## config.mk

```make
export PLATFORM = sky130hd
export DESIGN_NAME = link_turnaround_ctrl
export DESIGN_NICKNAME = d
export VERILOG_FILES = /design/src/rtl/link_turnaround_ctrl.sv
export SDC_FILE = /design/constraint.sdc
export NUM_CORES = 1
export LEC_CHECK = 0
export CELL_PAD_IN_SITES_DETAIL_PLACEMENT = 1
export CELL_PAD_IN_SITES_GLOBAL_PLACEMENT = 1
export CORE_UTILIZATION = 39
export DETAILED_ROUTE_END_ITERATION = 16
export GPL_TIMING_DRIVEN = 0
export PLACE_DENSITY_LB_ADDON = 0.1
export SKIP_CTS_REPAIR_TIMING = 1
export SLEW_MARGIN = 0
export SYNTH_ARGS = -nofsm -noshare
export SYNTH_HDL_FRONTEND = slang
export SYNTH_SLANG_ARGS = --single-unit
```

## constraint.sdc

```tcl
create_clock -name clk -period 3.76 [get_ports clk]
set_clock_uncertainty 0.2 [all_clocks]
set_input_delay 0.376 -clock clk [delete_from_list [all_inputs] [get_ports clk]]
set_output_delay 0.376 -clock clk [all_outputs]
set_load 0.01 [all_outputs]
```

## src/rtl/link_turnaround_ctrl.sv

```systemverilog
// link_turnaround_ctrl: USB link-layer phase tracker driving bus direction, engine enables and response timeout
module link_turnaround_ctrl #(
   parameter int TIMER_W  = 16,
   parameter int DELAY_W  = 6,
   parameter int TO_CNT_W = 8
) (
   input  logic                clk,
   input  logic                rst,
   input  logic                rx_pid_en,
   input  logic [3:0]          rx_pid,
   input  logic                rx_sop_en,
   input  logic                rx_eop_en,
   input  logic                tx_pid_en,
   input  logic [3:0]          tx_pid,
   input  logic                tx_eop_en,
   input  logic                ms,
   input  logic [TIMER_W-1:0]  time_threshold,
   input  logic [DELAY_W-1:0]  delay_threshold,
   input  logic                timeout_clr,
   output logic                rx_data_on,
   output logic                rx_handshake_on,
   output logic                tx_data_on,
   output logic                d_oe,
   output logic                time_out,
   output logic [TO_CNT_W-1:0] timeout_cnt,
   output logic                busy
);
   typedef enum logic [2:0] {IDLE, TX, TURN, RX_WAIT, RX} state_t;
   typedef struct packed {
      state_t st;
      logic   nt;
      logic   hs;
   } route_t;
   localparam logic [3:0] PID_OUT   = 4'b0001;
   localparam logic [3:0] PID_IN    = 4'b1001;
   localparam logic [3:0] PID_SETUP = 4'b1101;
   localparam logic [3:0] PID_DATA0 = 4'b0011;
   localparam logic [3:0] PID_DATA1 = 4'b1011;
   localparam logic [3:0] PID_ACK   = 4'b0010;
   localparam logic [3:0] PID_NAK   = 4'b1010;
   localparam logic [3:0] PID_STALL = 4'b1110;

   state_t               state, state_n;
   logic [3:0]           pid_q, pid_n;
   logic                 exp_hs, exp_hs_n, next_tx, next_tx_n;
   logic                 expire, done, rx_st, rx_hs;
   logic [DELAY_W-1:0]   dly_cnt, dly_last;
   logic [TIMER_W-1:0]   timer;
   route_t               r;

   function automatic route_t route(input logic tx, input logic [3:0] pid);
      logic data;
      data = pid == PID_DATA0 || pid == PID_DATA1;
      route = '{st: IDLE, nt: 1'b0, hs: 1'b0};
      if (pid == PID_OUT || pid == PID_SETUP)
         route.st = tx ? TX : RX_WAIT;
      else if (pid == PID_IN || data) begin
         route.st = TURN;
         route.nt = !tx;
         route.hs = tx && data;
      end
   endfunction

   assign rx_st    = state == RX_WAIT || state == RX;
   assign rx_hs    = rx_pid_en && (rx_pid == PID_ACK || rx_pid == PID_NAK || rx_pid == PID_STALL);
   assign pid_n    = state == IDLE ? (ms && tx_pid_en ? tx_pid : !ms && rx_pid_en ? rx_pid : pid_q)
                   : state == TX && tx_pid_en ? tx_pid
                   : rx_st && rx_pid_en ? rx_pid : pid_q;
   assign done     = (state == TX && tx_eop_en) || (rx_st && rx_hs) || (state == RX && rx_eop_en);
   assign r        = route(state == TX, pid_n);
   assign dly_last = delay_threshold == '0 ? '0 : delay_threshold - 1'b1;
   assign expire   = state == RX_WAIT && !rx_pid_en && !rx_sop_en && time_threshold != '0
                     && timer == time_threshold - 1'b1;

   assign busy            = state != IDLE;
   assign tx_data_on      = state == TX;
   assign d_oe            = state == TX || (state == IDLE && ms);
   assign rx_data_on      = (state == IDLE && !ms) || (rx_st && !exp_hs);
   assign rx_handshake_on = (state == IDLE && !ms) || (rx_st && exp_hs);

   // next state: packet completion first, then expiry, then phase entry and turnaround exit
   always_comb begin
      state_n   = state;
      next_tx_n = next_tx;
      exp_hs_n  = exp_hs;
      if (done) begin
         state_n   = r.st;
         next_tx_n = r.nt;
         exp_hs_n  = r.hs;
      end else if (expire) begin
         state_n  = IDLE;
         exp_hs_n = 1'b0;
      end else if (state == IDLE && (ms ? tx_pid_en : rx_pid_en))
         state_n = ms ? TX : RX;
      else if (rx_st && (rx_pid_en || rx_sop_en))
         state_n = RX;
      else if (state == TURN && dly_cnt == dly_last)
         state_n = next_tx ? TX : RX_WAIT;
   end

   // state, phase counters and sticky timeout bookkeeping
   always_ff @(posedge clk) begin
      if (rst) begin
         state       <= IDLE;
         pid_q       <= '0;
         exp_hs      <= 1'b0;
         next_tx     <= 1'b0;
         dly_cnt     <= '0;
         timer       <= '0;
         time_out    <= 1'b0;
         timeout_cnt <= '0;
      end else begin
         state       <= state_n;
         pid_q       <= pid_n;
         exp_hs      <= exp_hs_n;
         next_tx     <= next_tx_n;
         dly_cnt     <= state == TURN ? dly_cnt + 1'b1 : '0;
         timer       <= state == RX_WAIT ? timer + 1'b1 : '0;
         time_out    <= expire || (time_out && !timeout_clr);
         timeout_cnt <= expire ? (timeout_clr ? TO_CNT_W'(1) : &timeout_cnt ? timeout_cnt : timeout_cnt + 1'b1)
                      : timeout_clr ? '0 : timeout_cnt;
      end
   end
endmodule

```

==> summary by stage <==
Placement
Routability-driven placement finished with a final weighted congestion of 0.8242. The quantity of I/O buffers inserted on ports is 51. Detailed placement finished with a half-perimeter wire length of roughly 7000 microns. Summing all placed instances gives a cell area of 3649 sq um.

Final layout
The net total in the final layout is 490. The core occupancy in the finished layout is 0.5093. After filler insertion, the fill cell instance count of the layout stands at just over 900. The final antenna diode count is 0. In the layout the commonest cells are 52 x sky130_fd_sc_hd__nor2_1, 49 x sky130_fd_sc_hd__clkdlybuf4s50_1, 40 x sky130_fd_sc_hd__dfxtp_1. Across the whole layout, storage elements account for 800.8 sq um. The area growth from synthesis to layout is 24.53%. The library cell used most frequently in the layout, excluding fill and tap cells, is sky130_fd_sc_hd__nor2_1.

The ratio of cells with drive above 1 in the final layout is 0.05605. The finished cells cover 3754 sq um. In the final layout, the multi-input gates occupy 2101 sq um.

CTS
The number of CTS-inserted buffers is 5. For the worst-skew pair, the clock arrives at the later sink with an insertion delay of 0.29 ns. In this run the number of H-tree levels came out at 2. The clock tree from TritonCTS is done. The TritonCTS sink count is 40. The clock tree root driver cell is sky130_fd_sc_hd__clkbuf_8.

The clock transition at the registers of the reported paths is 0.08 ns. The number of buffers on the longest clock path is 2.

Logic synthesis
The count of flip-flops with a built-in enable after synthesis is 0. Each instance of the synthesized netlist takes up on average 7.829 sq um. The sequential fraction of the synthesis area is 0.2657. After synthesis, the netlist uses 66 different library cells. The yosys synthesis warning count is 0.

The post-synthesis cell area is between 3000 and 4000 sq um. The commonest register cell after synthesis is sky130_fd_sc_hd__dfxtp_1. In the synthesized netlist the async set-or-reset flop fraction comes to 0. The synthesized flop and latch total is 40. Synthesis handed over a netlist of between 300 and 400 instances. When the netlist entered floorplanning its net count stood at 429.

Power
In this run the power density over the cells is 357.6 nW/um^2. The worst-case IR drop observed on VDD is 0.1407 mV. For this design the static power due to leakage is 1.336 nW.

Route
Summing over every cut layer, the via total after detailed routing is 3089. The detailed-router iteration count before antenna repair is 4. Wire segments on met2 add up to 4618 microns in the final route. The count of nets left with antenna violations once routing finished came out at 0. Detailed routing placed a total of 244 microns of wire on met3. For this block, the initial DRC count from the detailed router was 59. The met1 wire length is 4017 microns. The per-cell via count in the routed design is 5.668.

The routed design has between 8000 and 9000 microns of wire. The count of unresolved DRC violations after routing is 0. In the final routed layout, each cell accounts on average for 16.44 microns. Signal routing reaches up to met4.

Worst setup path
The maximum cell stage delay along the critical path is 0.51 ns. The critical path's slowest cell is sky130_fd_sc_hd__or3b_2. The start-to-end type of the worst setup path is in2reg.

Of all nets on the critical path, the largest fanout is 9. The arrival time of data at the critical path endpoint is 3.44 ns. The kind of cell with the highest combined delay along the critical path is simple AND/OR/NAND/NOR gates.

The number of buffers and inverters on the critical path is 3. The endpoint required time on the critical path is 3.74 ns. The sort of element at the end of the critical path is a flop. Counting stages on the worst path, the most repeated cell is sky130_fd_sc_hd__nor3_1.

STA classifies the critical path startpoint as a primary input. Traced cell by cell, the critical path runs through clkdlybuf4s50_1, inv_1, ha_1, clkbuf_1, or3b_2, nor3_1, o21ai_0, a221oi_1, nor3_1, o32a_1.

Die
The initialized floorplan defines 31 standard-cell rows. From bottom edge to top edge, the die measures 89.91 microns. The initial standard-cell utilization of the core is 0.4090. The total core area is around 7400 sq um. The area of the die is 8084 sq um.

In this run the count of I/O pins placed on the die edge is 53. The chip width is 89.91 microns.

Run
The number of violations of the max-capacitance limit is 0.

GRT
The first global-routing pass estimated 15440 microns of wire. Entering global routing, the biggest net connects 12 pins. The all-layer global routing usage is 0.2313. The total overflow left after global routing is 0. The initial antenna violation count is 0. The via count of the first global-routing pass is 3192.

Timing
The worst slew slack as a fraction of its limit is 0.4856. For this run, the top clock speed supported by timing is 288.8 MHz. The number of hold violations in the final report is 0. For the pin with the worst max-slew slack, the measured transition is 0.7645 ns.

In the finished design, the share of the clock period the worst path needs comes to 0.9211. The total of endpoints with negative setup slack in the final report is 0. The worst path in the final design needs a cycle of 3.463 ns, including I/O delays and setup. Setup repair after global routing left no endpoint under its margin.

The total negative slack for setup checks is 0 ns. The number of pins exceeding their max-slew limit in the final report is 0.

Status
The run finished with clean final reports.

Min path
The class of the tightest hold or removal check is reg2reg.
per-layer routing:
layer  vias up  GRT usage
met4         0    0.05645
li1       1547          -
met3         9    0.03130
met1      1486     0.2797
met5         -          0
met2        47     0.4295
cells in the mapped netlist (3+ instances only):
library cell                count  area [sq um]
sky130_fd_sc_hd__o2bb2ai_1      5         43.79
sky130_fd_sc_hd__a2bb2oi_1      4         35.03
sky130_fd_sc_hd__nor2b_1        6         37.54
sky130_fd_sc_hd__clkbuf_1      12         45.04
sky130_fd_sc_hd__nor4_1         5         31.28
sky130_fd_sc_hd__or3_1          8         50.05
sky130_fd_sc_hd__nand2_1       28         105.1
sky130_fd_sc_hd__and3_1        12         75.07
sky130_fd_sc_hd__nor3_1        15         75.07
sky130_fd_sc_hd__a211oi_1       5         37.54
sky130_fd_sc_hd__nor2_1        52         195.2
sky130_fd_sc_hd__xnor2_1       19         166.4
sky130_fd_sc_hd__mux2i_1        7         70.07
sky130_fd_sc_hd__or2_2          4         25.02
sky130_fd_sc_hd__and4_1         4         35.03
sky130_fd_sc_hd__inv_1         13         48.80
sky130_fd_sc_hd__a21oi_1       16         80.08
sky130_fd_sc_hd__dfxtp_1       40         800.8
sky130_fd_sc_hd__o21ai_0       11         55.05
sky130_fd_sc_hd__nand3_1       15         75.07
sky130_fd_sc_hd__o221ai_1       3         26.28
sky130_fd_sc_hd__xor2_1        19         166.4
sky130_fd_sc_hd__a2111oi_0      3         26.28
sky130_fd_sc_hd__a31oi_1        3         18.77
sky130_fd_sc_hd__a31o_1         3         26.28
sky130_fd_sc_hd__ha_1           5         62.56
sky130_fd_sc_hd__nand2b_1       6         37.54
flip-flops by register name, summed over array words and instances, names as in the netlist:
register	count
timeout_cnt	8
next_tx	1
dly_cnt	6
state	3
exp_hs	1
pid_q	4
time_out	1
timer	16
report_power, final:
part | switching, mW | leakage, nW | internal [mW]
Clock | 0.151 | 0.0410 | 0.126
Combinational | 0.323 | 0.972 | 0.257
Sequential | 0.0277 | 0.324 | 0.457
Total | 0.502 | 1.34 | 0.840
kinds of logic (layout without fill, tap and decap cells):
group / count (synthesis) / in the layout / synth area share
AND/OR/NAND/NOR: 178 / 178 / 0.3130
AO/OA/AOI/OAI: 88 / 88 / 0.2258
flip-flops: 40 / 40 / 0.2657
XOR/XNOR: 38 / 38 / 0.1104
buffers and inverters: 28 / 89 / 0.03736
multiplexers: 8 / 8 / 0.02698
adder cells (fa/ha/maj): 5 / 5 / 0.02076
path summary, 6_finish.rpt:
path | start | endpoint | slack, ns | cells after the start
worst min-delay path | dly_cnt[0]$_SDFF_PP0_ | dly_cnt[0]$_SDFF_PP0_ | 0.31 | 1
worst min register to register | dly_cnt[0]$_SDFF_PP0_ | dly_cnt[0]$_SDFF_PP0_ | 0.31 | 1
worst max register to register | state[0]$_SDFFE_PP0P_ | timeout_cnt[6]$_SDFFE_PP0P_ | 0.73 | 10
worst max-delay path | delay_threshold[0] | state[0]$_SDFFE_PP0P_ | 0.30 | 10
through the flow:
step	power, mW	worst slack (ns)	hold WS (ns)	instances
2_1_floorplan	0.8526	0.4711	0.2485	385
3_3_place_gp	1.055	-0.4014	0.2745	535
3_5_place_dp	1.073	-0.4331	0.2917	535
4_1_cts	1.354	-0.1334	0.3097	542
5_1_grt	1.435	0.02508	0.3387	545
6_report	1.342	0.2968	0.3139	545
cell type report:
class,count,share of cell area
Multi-Input combinational cell,317,0.5597
Sequential cell,40,0.2133
Timing Repair Buffer,54,0.1433
Tap cell,99,0.03300
Clock buffer,6,0.01933
Buffer,15,0.01700
Inverter,13,0.01300
Clock inverter,1,0.001333
Note: power is estimated with default switching activity, not from simulation.
